<file path="src/rtl/s298_tb_pkg.sv">
// rtl/s298_tb_pkg.sv - shared constants and FSM state type for the s298 response compactor
package s298_tb_pkg;

    localparam int RESP_G66  = 0;
    localparam int RESP_G67  = 1;
    localparam int RESP_G117 = 2;
    localparam int RESP_G118 = 3;
    localparam int RESP_G132 = 4;
    localparam int RESP_G133 = 5;
    localparam int RESP_W    = 6;

    localparam logic [15:0] DEF_POLY = 16'h002D;
    localparam logic [15:0] DEF_SEED = 16'hFFFF;

    typedef enum logic [1:0] {
        IDLE = 2'd0,
        RUN  = 2'd1,
        DONE = 2'd2
    } state_t;

endpackage

</file>
<file path="src/rtl/misr_core.sv">
// rtl/misr_core.sv - Galois-form multiple-input signature register
module misr_core #(
    parameter int              SIG_W = 16,
    parameter int              DIN_W = 6,
    parameter logic [SIG_W-1:0] POLY = 16'h002D
) (
    input  logic             CK,
    input  logic             RST,
    input  logic             load,
    input  logic [SIG_W-1:0] seed,
    input  logic             en,
    input  logic [DIN_W-1:0] din,
    output logic [SIG_W-1:0] sig,
    output logic [SIG_W-1:0] sig_next
);

    always_comb begin
        sig_next = {sig[SIG_W-2:0], 1'b0}
                 ^ (sig[SIG_W-1] ? POLY : '0)
                 ^ {{(SIG_W-DIN_W){1'b0}}, din};
    end

    always_ff @(posedge CK or posedge RST) begin
        if (RST) begin
            sig <= '0;
        end else if (load) begin
            sig <= seed;
        end else if (en) begin
            sig <= sig_next;
        end
    end

endmodule

</file>
<file path="src/rtl/s298_resp_misr.sv">
// rtl/s298_resp_misr.sv - windowed MISR compaction of s298 outputs with golden compare
module s298_resp_misr
    import s298_tb_pkg::*;
#(
    parameter int               SIG_W = 16,
    parameter int               WIN_W = 16,
    parameter logic [SIG_W-1:0] POLY  = DEF_POLY,
    parameter logic [SIG_W-1:0] SEED  = DEF_SEED
) (
    input  logic             CK,
    input  logic             RST,
    input  logic             start,
    input  logic [WIN_W-1:0] win_len,
    input  logic [5:0]       resp,
    input  logic [SIG_W-1:0] golden,
    output logic             busy,
    output logic             done,
    output logic [SIG_W-1:0] sig,
    output logic             mismatch,
    input  logic             ack
);

    state_t           state, state_n;
    logic [WIN_W-1:0] cnt, cnt_n;
    logic [SIG_W-1:0] gold_q, gold_n;
    logic [SIG_W-1:0] sig_next;
    logic             mis_n;
    logic             load, en;

    misr_core #(
        .SIG_W (SIG_W),
        .DIN_W (RESP_W),
        .POLY  (POLY)
    ) u_misr (
        .CK       (CK),
        .RST      (RST),
        .load     (load),
        .seed     (SEED),
        .en       (en),
        .din      (resp),
        .sig      (sig),
        .sig_next (sig_next)
    );

    always_ff @(posedge CK or posedge RST) begin
        if (RST) begin
            state    <= IDLE;
            cnt      <= '0;
            gold_q   <= '0;
            mismatch <= 1'b0;
            busy     <= 1'b0;
            done     <= 1'b0;
        end else begin
            state    <= state_n;
            cnt      <= cnt_n;
            gold_q   <= gold_n;
            mismatch <= mis_n;
            busy     <= (state_n == RUN);
            done     <= (state_n == DONE);
        end
    end

    always_comb begin
        state_n = state;
        cnt_n   = cnt;
        gold_n  = gold_q;
        mis_n   = mismatch;
        load    = 1'b0;
        en      = 1'b0;
        case (state)
            IDLE: begin
                if (start) begin
                    load   = 1'b1;
                    gold_n = golden;
                    if (win_len != '0) begin
                        state_n = RUN;
                        cnt_n   = win_len;
                    end else begin
                        state_n = DONE;
                        mis_n   = (SEED != golden);
                    end
                end
            end
            RUN: begin
                en    = 1'b1;
                cnt_n = cnt - WIN_W'(1);
                // The cnt==1 cycle is the last absorb, so compare against the value being written.
                if (cnt == WIN_W'(1)) begin
                    state_n = DONE;
                    mis_n   = (sig_next != gold_q);
                end
            end
            DONE: begin
                if (ack) begin
                    state_n = IDLE;
                    mis_n   = 1'b0;
                end
            end
            default: begin
                state_n = IDLE;
            end
        endcase
    end

endmodule
</file>
<file path="config.mk">
export PLATFORM = sky130hd
export DESIGN_NAME = s298_resp_misr
export DESIGN_NICKNAME = d
export VERILOG_FILES = /design/src/rtl/s298_tb_pkg.sv /design/src/rtl/misr_core.sv /design/src/rtl/s298_resp_misr.sv
export SDC_FILE = /design/constraint.sdc
export NUM_CORES = 1
export LEC_CHECK = 0
export ABC_AREA = 1
export CORE_MARGIN = 4
export CORE_UTILIZATION = 58
export CTS_BUF_LIST = sky130_fd_sc_hd__clkbuf_4 sky130_fd_sc_hd__clkbuf_8
export DETAILED_ROUTE_END_ITERATION = 6
export PLACE_DENSITY = 0.88
export SYNTH_ARGS = -nofsm -noshare
export SYNTH_HDL_FRONTEND = slang
export SYNTH_SLANG_ARGS = --single-unit
</file>
<file path="constraint.sdc">
create_clock -name CK -period 4 [get_ports CK]
set_input_delay 0.6 -clock CK [delete_from_list [all_inputs] [get_ports CK]]
set_output_delay 0.6 -clock CK [all_outputs]
set_load 0.02 [all_outputs]
</file>
==> results of run 1 <==
sequential cells by signal, indices dropped and copies added (netlist names):
signal / cells
mismatch: 1
done: 1
cnt: 16
u_misr.sig: 16
state: 2
busy: 1
gold_q: 16
cell usage after synthesis:
cell type	count	area (µm²)
sky130_fd_sc_hd__a41oi_1	1	8.76
sky130_fd_sc_hd__o221ai_1	2	17.5
sky130_fd_sc_hd__nor4_1	1	6.26
sky130_fd_sc_hd__nor2_2	2	12.5
sky130_fd_sc_hd__dfrtp_1	53	1330
sky130_fd_sc_hd__clkbuf_2	1	5.00
sky130_fd_sc_hd__inv_1	56	210
sky130_fd_sc_hd__clkbuf_1	2	7.51
sky130_fd_sc_hd__buf_4	4	30.0
sky130_fd_sc_hd__buf_6	1	11.3
sky130_fd_sc_hd__nand3_2	1	10.0
sky130_fd_sc_hd__o211ai_1	3	22.5
sky130_fd_sc_hd__nor2_4	3	33.8
sky130_fd_sc_hd__nand4_1	2	12.5
sky130_fd_sc_hd__a21oi_2	1	8.76
sky130_fd_sc_hd__nand3_1	22	110
sky130_fd_sc_hd__or2_1	1	6.26
sky130_fd_sc_hd__o21ai_0	30	150
sky130_fd_sc_hd__o211ai_2	1	12.5
sky130_fd_sc_hd__a21oi_1	8	40.0
sky130_fd_sc_hd__a21boi_0	1	7.51
sky130_fd_sc_hd__buf_2	4	20.0
sky130_fd_sc_hd__a22oi_1	17	128
sky130_fd_sc_hd__a31oi_1	3	18.8
sky130_fd_sc_hd__nand2_1	115	432
sky130_fd_sc_hd__o21ai_1	1	5.00
sky130_fd_sc_hd__xor2_1	5	43.8
sky130_fd_sc_hd__nor2_1	45	169
sky130_fd_sc_hd__xnor2_1	10	87.6
sky130_fd_sc_hd__o22ai_1	3	18.8
sky130_fd_sc_hd__ha_1	6	75.1
sky130_fd_sc_hd__inv_2	5	18.8
sky130_fd_sc_hd__nand2_2	3	18.8
sky130_fd_sc_hd__nor3_1	3	15.0
sky130_fd_sc_hd__and2_1	1	6.26
sky130_fd_sc_hd__o21ai_2	1	8.76
placed cells by master, fill, tap and decap left out, drive strengths merged:
| cell | instances |
|---|---|
| xnor2 | 10 |
| clkinv | 1 |
| clkbuf | 5 |
| o22ai | 3 |
| and2 | 1 |
| or2 | 1 |
| o221ai | 2 |
| a22oi | 17 |
| buf | 3 |
| a31oi | 3 |
| nand2 | 118 |
| a41oi | 1 |
| nor3 | 3 |
| xor2 | 5 |
| o211ai | 4 |
| inv | 61 |
| a21oi | 9 |
| ha | 6 |
| nand3 | 23 |
| nor4 | 1 |
| clkdlybuf4s50 | 60 |
| clkinvlp | 1 |
| nor2 | 50 |
| o21ai | 32 |
| dfrtp | 53 |
| a21boi | 1 |
| bufinv | 1 |
| nand4 | 2 |
worst max-delay path, cell delays in order (launching register included):
cell                      delay (ns)
sky130_fd_sc_hd__dfrtp_1        0.38
sky130_fd_sc_hd__inv_1          0.08
sky130_fd_sc_hd__ha_1           0.27
sky130_fd_sc_hd__nand2_2        0.27
sky130_fd_sc_hd__inv_2          0.22
sky130_fd_sc_hd__nor2_1         0.76
sky130_fd_sc_hd__a22oi_1        0.23
kinds of logic after synthesis:
logic type | Yosys count | synth area share [%]
AOI/OAI and AO/OA | 72 | 14.3
xor gates and xnor gates | 15 | 4.22
adders and majority gates | 6 | 2.41
and+or+nand+nor | 199 | 26.7
buffers and inverters | 73 | 9.72
DFF | 53 | 42.6
path summary, 6_finish.rpt:
check	startpoint	endpoint	slack [ns]	cells after the start
worst min register to register	gold_q[8]$_DFFE_PP0P_	gold_q[8]$_DFFE_PP0P_	0.52	2
min in group asynchronous	RST	u_misr.sig[3]$_DFFE_PP0P_	0.87	2
max in group asynchronous	RST	busy$_DFF_PP0_	2.47	2
worst max register to register	state[0]$_DFF_PP0_	u_misr.sig[14]$_DFFE_PP0P_	1.61	6
worst max-delay path	state[0]$_DFF_PP0_	u_misr.sig[14]$_DFFE_PP0P_	1.61	6
worst min-delay path	gold_q[8]$_DFFE_PP0P_	gold_q[8]$_DFFE_PP0P_	0.52	2
area by class of cell:
class / count / area (µm²) / share of cell area (%)
Clock buffer: 5 / 68.8 / 1.78
Clock inverter: 3 / 46.3 / 1.20
Inverter: 61 / 229 / 5.92
Multi-Input combinational cell: 292 / 1490 / 38.4
Sequential cell: 53 / 1330 / 34.3
Tap cell: 70 / 87.6 / 2.27
Timing Repair Buffer: 63 / 623 / 16.1
routing by layer:
metal | track usage, % | up-vias | routed length (µm)
li1 | - | 1449 | -
met1 | 30.9 | 1390 | 3180
met2 | 45.4 | 122 | 4100
met3 | 3.66 | 12 | 457
met4 | 7.26 | 0 | 112
met5 | 0 | - | 0
power by group through the flow:
| stage | Clock [mW] | Combinational (mW) | Sequential [mW] |
|---|---|---|---|
| 3_5_place_dp | 0 | 1.29 | 0.956 |
| 5_1_grt | 0.408 | 1.47 | 0.973 |
| 6_report | 0.374 | 1.32 | 0.948 |
| 2_1_floorplan | 0 | 0.901 | 0.975 |
| 3_3_place_gp | 0 | 1.24 | 0.944 |
| 4_1_cts | 0.375 | 1.30 | 0.945 |
==> impl_metrics.xml, run 1 <==
<?xml version="1.0" encoding="UTF-8"?>
<metrics>
  <group name="outcome">
    <metric name="status" unit="">finished, final reports clean</metric>
  </group>
  <group name="cells_and_area">
    <metric name="layout.core_utilization" unit="%">75.2</metric>
    <metric name="insertedDiodeCount" unit="">0</metric>
    <metric name="synthToLayoutAreaGrowth" unit="%">24.1</metric>
    <metric name="layout-drive-gt1-share" unit="%">6.08</metric>
    <metric name="layout.nets" unit="">524</metric>
    <metric name="finish.instance_area" unit="µm²">3870</metric>
    <metric name="final_cell_count_no_fill" unit="">547</metric>
    <metric name="layout.filler_cells" unit="">407</metric>
  </group>
  <group name="sta">
    <metric name="setup-tns-final" unit="ns">0</metric>
    <metric name="setup-violations-final" unit="">0</metric>
    <metric name="grt_setup_unrepaired" unit="">false</metric>
    <metric name="highest_attainable_clock_frequency" unit="GHz">0.418</metric>
    <metric name="tightest_slew" unit="ns">1.08</metric>
    <metric name="hold_violation_total_from_the_final_report" unit="">0</metric>
    <metric name="max-slew-margin-rel" unit="%">28.0</metric>
    <metric name="worst_hold_slack" unit="ns">0.522</metric>
    <metric name="final.period_utilization" unit="%">59.8</metric>
    <metric name="finalWorstSetupSlack" unit="ns">1.61</metric>
    <metric name="final.min_clock_period" unit="ns">2.39</metric>
    <metric name="maxSlewViolCount" unit="">0</metric>
    <metric name="finalClockSkew" unit="ns">0.00510</metric>
  </group>
  <group name="place">
    <metric name="dp_hpwl" unit="µm">5940</metric>
    <metric name="gp_congestion" unit="">0.861</metric>
    <metric name="postPlaceCellArea" unit="µm²">3750</metric>
    <metric name="numPortBuffers" unit="">60</metric>
    <metric name="dp_cells" unit="">539</metric>
    <metric name="detailedPlace.worstSlack" unit="ns">1.34</metric>
  </group>
  <group name="synth">
    <metric name="synth.yosys.seq_area_share" unit="%">42.6</metric>
    <metric name="syn-cell-area" unit="µm²">3110</metric>
    <metric name="syn_nets" unit="">466</metric>
    <metric name="yosys_warnings" unit="">0</metric>
    <metric name="synth.ff_latch_count" unit="">53</metric>
    <metric name="post_synth_inst_count" unit="">418</metric>
    <metric name="synth_cell_type_count" unit="">36</metric>
    <metric name="synth_area_per_cell" unit="µm²">7.45</metric>
  </group>
  <group name="power_and_ir_drop">
    <metric name="leakagePower" unit="nW">1.85</metric>
    <metric name="switching_part_of_the_total" unit="%">44.9</metric>
    <metric name="post-layout-total-power" unit="mW">2.64</metric>
    <metric name="sequential_power_share" unit="%">35.9</metric>
    <metric name="pwr-share-clk" unit="%">14.2</metric>
    <metric name="cellInternalPower" unit="mW">1.45</metric>
    <metric name="ir_drop" unit="V">0.000410</metric>
    <metric name="power.density" unit="nW/µm²">682</metric>
    <metric name="switchingPower" unit="mW">1.18</metric>
    <metric name="combinationalPowerShare" unit="%">49.9</metric>
  </group>
  <group name="floorplan">
    <metric name="ios" unit="">61</metric>
    <metric name="floorplan.die_area" unit="µm²">6610</metric>
    <metric name="die_width" unit="µm">81.3</metric>
    <metric name="coreArea" unit="µm²">5140</metric>
    <metric name="initial_utilization" unit="%">60.6</metric>
    <metric name="fp-row-count" unit="">26</metric>
    <metric name="die-height" unit="µm">81.3</metric>
  </group>
  <group name="clock_network">
    <metric name="cts_buffer_depth" unit="">2</metric>
    <metric name="buffer_type_at_the_clock_tree_root" unit="">sky130_fd_sc_hd__clkbuf_8</metric>
    <metric name="skew_pair_late_insertion_delay" unit="ns">0.31</metric>
    <metric name="cts_tree" unit="">done</metric>
    <metric name="cts-resized-gates" unit="">0</metric>
    <metric name="cts.reportedPaths.clkPinSlew" unit="ns">0.10</metric>
    <metric name="clock-sinks" unit="">53</metric>
    <metric name="htree_num_levels" unit="">2</metric>
    <metric name="cts_hold_buf" unit="">0</metric>
    <metric name="cts_buffers" unit="">5</metric>
    <metric name="post-cts-setup-buffers" unit="">0</metric>
  </group>
  <group name="global_routing">
    <metric name="antenna_found_initial" unit="">0</metric>
    <metric name="total_congestion_overflow" unit="">0</metric>
    <metric name="grt_max_degree" unit="">54</metric>
    <metric name="groute.usage.overall" unit="%">25.1</metric>
    <metric name="first_global_vias" unit="">2798</metric>
    <metric name="grt_pass1_wl" unit="µm">12800</metric>
  </group>
  <group name="critical_path">
    <metric name="crit_fanout" unit="">21</metric>
    <metric name="endpoint_kind" unit="">flip-flop</metric>
    <metric name="cp.required" unit="ns">4.13</metric>
    <metric name="path_class" unit="">reg -&gt; reg</metric>
    <metric name="critical_path_arrival" unit="ns">2.53</metric>
    <metric name="crit_path_start_kind" unit="">flip-flop</metric>
  </group>
  <group name="hold_path">
    <metric name="worstHoldPathType" unit="">reg -&gt; reg</metric>
  </group>
  <group name="route">
    <metric name="firstDrtPassIters" unit="">5</metric>
    <metric name="post_drt_via_cell_ratio" unit="">5.44</metric>
    <metric name="ant_nets" unit="">0</metric>
    <metric name="routed_wire_length_per_instance" unit="µm">14.3</metric>
    <metric name="dr_total_vias" unit="">2973</metric>
    <metric name="drt-initial-drc-count" unit="">223</metric>
    <metric name="route.final.wire_length" unit="µm">7850</metric>
    <metric name="drt_drc_violations_left" unit="">0</metric>
  </group>
  <group name="run">
    <metric name="drv_cap" unit="">0</metric>
  </group>
</metrics>
Note: power is estimated with default switching activity, not from simulation.
==> run 2, diff against run 1 <==
Settings changed: CORE_UTILIZATION 58 to 49, PLACE_DENSITY 0.88 to 0.79.
Clock period 4 ns to 1.95 ns, I/O delays scaled along.
==> impl_metrics.xml, run 2 (synthesis results as in run 1) <==
<?xml version="1.0" encoding="UTF-8"?>
<metrics>
  <group name="route">
    <metric name="route.final.wire_length" unit="µm">7750</metric>
    <metric name="drt-initial-drc-count" unit="">174</metric>
    <metric name="ant_nets" unit="">0</metric>
    <metric name="drt_drc_violations_left" unit="">0</metric>
    <metric name="routed_wire_length_per_instance" unit="µm">13.8</metric>
    <metric name="dr_total_vias" unit="">2947</metric>
    <metric name="firstDrtPassIters" unit="">5</metric>
    <metric name="post_drt_via_cell_ratio" unit="">5.26</metric>
  </group>
  <group name="cells_and_area">
    <metric name="layout.core_utilization" unit="%">65.1</metric>
    <metric name="finish.instance_area" unit="µm²">3950</metric>
    <metric name="layout.nets" unit="">532</metric>
    <metric name="layout.cells.most_common" unit="">sky130_fd_sc_hd__nand2_1</metric>
    <metric name="layout.cells.most_common_list" unit="">sky130_fd_sc_hd__nand2_1 (115), sky130_fd_sc_hd__clkdlybuf4s50_1 (60), sky130_fd_sc_hd__inv_1 (54)</metric>
    <metric name="insertedDiodeCount" unit="">0</metric>
    <metric name="layout-drive-gt1-share" unit="%">8.25</metric>
    <metric name="layout.filler_cells" unit="">530</metric>
    <metric name="top_regs" unit="">cnt (16), gold_q (16), u_misr.sig (16)</metric>
    <metric name="synthToLayoutAreaGrowth" unit="%">26.7</metric>
  </group>
  <group name="place">
    <metric name="postPlaceCellArea" unit="µm²">3840</metric>
    <metric name="gp_congestion" unit="">0.859</metric>
    <metric name="dp_hpwl" unit="µm">5880</metric>
    <metric name="numPortBuffers" unit="">60</metric>
  </group>
  <group name="sta">
    <metric name="worst_hold_slack" unit="ns">0.333</metric>
    <metric name="max-slew-margin-rel" unit="%">59.6</metric>
    <metric name="grt_setup_unrepaired" unit="">false</metric>
    <metric name="tightest_slew" unit="ns">0.605</metric>
    <metric name="setup-tns-final" unit="ns">0</metric>
    <metric name="setup-violations-final" unit="">0</metric>
    <metric name="final.period_utilization" unit="%">92.8</metric>
    <metric name="highest_attainable_clock_frequency" unit="GHz">0.553</metric>
    <metric name="final.min_clock_period" unit="ns">1.81</metric>
    <metric name="maxSlewViolCount" unit="">0</metric>
    <metric name="hold_violation_total_from_the_final_report" unit="">0</metric>
    <metric name="finalClockSkew" unit="ns">0.0122</metric>
  </group>
  <group name="critical_path">
    <metric name="ff2ff_path_depth" unit="">7</metric>
    <metric name="max_stage_delay" unit="ns">0.49</metric>
    <metric name="timing.critical_path.depth" unit="">7</metric>
    <metric name="cells_along_the_critical_path" unit="">inv_1 -&gt; ha_1 -&gt; nand2_2 -&gt; inv_2 -&gt; buf_4 -&gt; nor2_2 -&gt; a22oi_1</metric>
    <metric name="cp.required" unit="ns">2.11</metric>
    <metric name="cpMaxStageDelayCell" unit="">sky130_fd_sc_hd__nor2_2</metric>
    <metric name="critPathTopFamily" unit="">simple AND/OR/NAND/NOR gates</metric>
    <metric name="crit_fanout" unit="">19</metric>
    <metric name="path_class" unit="">reg -&gt; reg</metric>
    <metric name="endpoint_kind" unit="">flip-flop</metric>
    <metric name="critical_path_arrival" unit="ns">1.97</metric>
    <metric name="crit_path_start_kind" unit="">flip-flop</metric>
    <metric name="cp_num_buf_inv" unit="">3</metric>
  </group>
  <group name="power_and_ir_drop">
    <metric name="power.density" unit="nW/µm²">1370</metric>
    <metric name="post-layout-total-power" unit="mW">5.41</metric>
    <metric name="leakagePower" unit="nW">1.88</metric>
    <metric name="ir_drop" unit="V">0.000736</metric>
  </group>
  <group name="clock_network">
    <metric name="buffer_type_at_the_clock_tree_root" unit="">sky130_fd_sc_hd__clkbuf_8</metric>
    <metric name="cts_buffer_depth" unit="">2</metric>
    <metric name="cts_tree" unit="">done</metric>
    <metric name="cts.reportedPaths.clkPinSlew" unit="ns">0.10</metric>
    <metric name="skew_pair_late_insertion_delay" unit="ns">0.31</metric>
    <metric name="htree_num_levels" unit="">2</metric>
    <metric name="post-cts-setup-buffers" unit="">0</metric>
    <metric name="cts_buffers" unit="">5</metric>
    <metric name="clock-sinks" unit="">53</metric>
  </group>
  <group name="run">
    <metric name="drv_cap" unit="">0</metric>
  </group>
  <group name="floorplan">
    <metric name="ios" unit="">61</metric>
    <metric name="die-height" unit="µm">87.7</metric>
    <metric name="fp-row-count" unit="">28</metric>
    <metric name="die_width" unit="µm">87.7</metric>
    <metric name="coreArea" unit="µm²">6060</metric>
    <metric name="floorplan.die_area" unit="µm²">7690</metric>
    <metric name="initial_utilization" unit="%">51.4</metric>
  </group>
  <group name="global_routing">
    <metric name="antenna_found_initial" unit="">0</metric>
    <metric name="first_global_vias" unit="">2809</metric>
    <metric name="groute.usage.overall" unit="%">21.1</metric>
    <metric name="grt_pass1_wl" unit="µm">13000</metric>
    <metric name="grt_max_degree" unit="">54</metric>
    <metric name="total_congestion_overflow" unit="">0</metric>
  </group>
  <group name="hold_path">
    <metric name="worstHoldPathType" unit="">in -&gt; async</metric>
  </group>
  <group name="outcome">
    <metric name="status" unit="">finished, final reports clean</metric>
  </group>
</metrics>
==> run 2: cell types whose count changed in the layout (fill, tap and decap cells not counted), moves of 2 or more <==
cell                     delta
sky130_fd_sc_hd__buf_12     +2
sky130_fd_sc_hd__nor2_1     -2
sky130_fd_sc_hd__nor2_2     +2
sky130_fd_sc_hd__buf_4      +6
==> run 2: through the flow <==
step | cells | worst slack (ns)
6_report | 560 | 0.141
5_1_grt | 560 | 0.0191
4_1_cts | 560 | 0.0293
3_5_place_dp | 552 | -0.0337
3_3_place_gp | 552 | -0.00669
2_1_floorplan | 418 | 0.371
==> run 2: repair_timing <==
action,in CTS,in global routing
endpoints found under the setup margin,0,24
gates resized for setup,0,4
hold buffers,0,0
==> run 2: cell type report <==
class / instances / area, µm² / share of cell area [%]
Multi-Input combinational cell: 292 / 1500 / 38.0
Sequential cell: 53 / 1330 / 33.6
Timing Repair Buffer: 71 / 708 / 17.9
Inverter: 61 / 229 / 5.80
Tap cell: 75 / 93.8 / 2.38
Clock buffer: 6 / 76.3 / 1.93
Clock inverter: 2 / 15.0 / 0.380
==> run 2: power breakdown <==
group	leakage (nW)	internal (mW)	switching (mW)
registers	0.603	1.56	0.372
logic	1.24	1.15	1.69
clock network	0.0408	0.268	0.369
==> run 2: worst min-delay path: cells and delay by family <==
kind | cells | cell delay, ns
buf+inv | 3 | 0.75
==> run 2: per-layer routing <==
layer,GRT usage [%],part of all wire (%),routed length (µm),vias up
li1,-,-,-,1468
met1,27.5,42,3280,1368
met2,36.4,50,3880,105
met3,3.48,6.6,512,6
met4,5.72,0.96,74,0
met5,0,0,0,-
==> run 2: worst paths after layout <==
path | start | to | slack (ns)
setup / recovery | state[0]$_DFF_PP0_ | u_misr.sig[13]$_DFFE_PP0P_ | 0.14
hold / removal | RST | u_misr.sig[3]$_DFFE_PP0P_ | 0.33
setup reg to reg | state[0]$_DFF_PP0_ | u_misr.sig[13]$_DFFE_PP0P_ | 0.14
hold reg to reg | gold_q[9]$_DFFE_PP0P_ | gold_q[9]$_DFFE_PP0P_ | 0.51
max in group asynchronous | RST | u_misr.sig[5]$_DFFE_PP0P_ | 1.36
min in group CK | gold_q[9]$_DFFE_PP0P_ | gold_q[9]$_DFFE_PP0P_ | 0.51
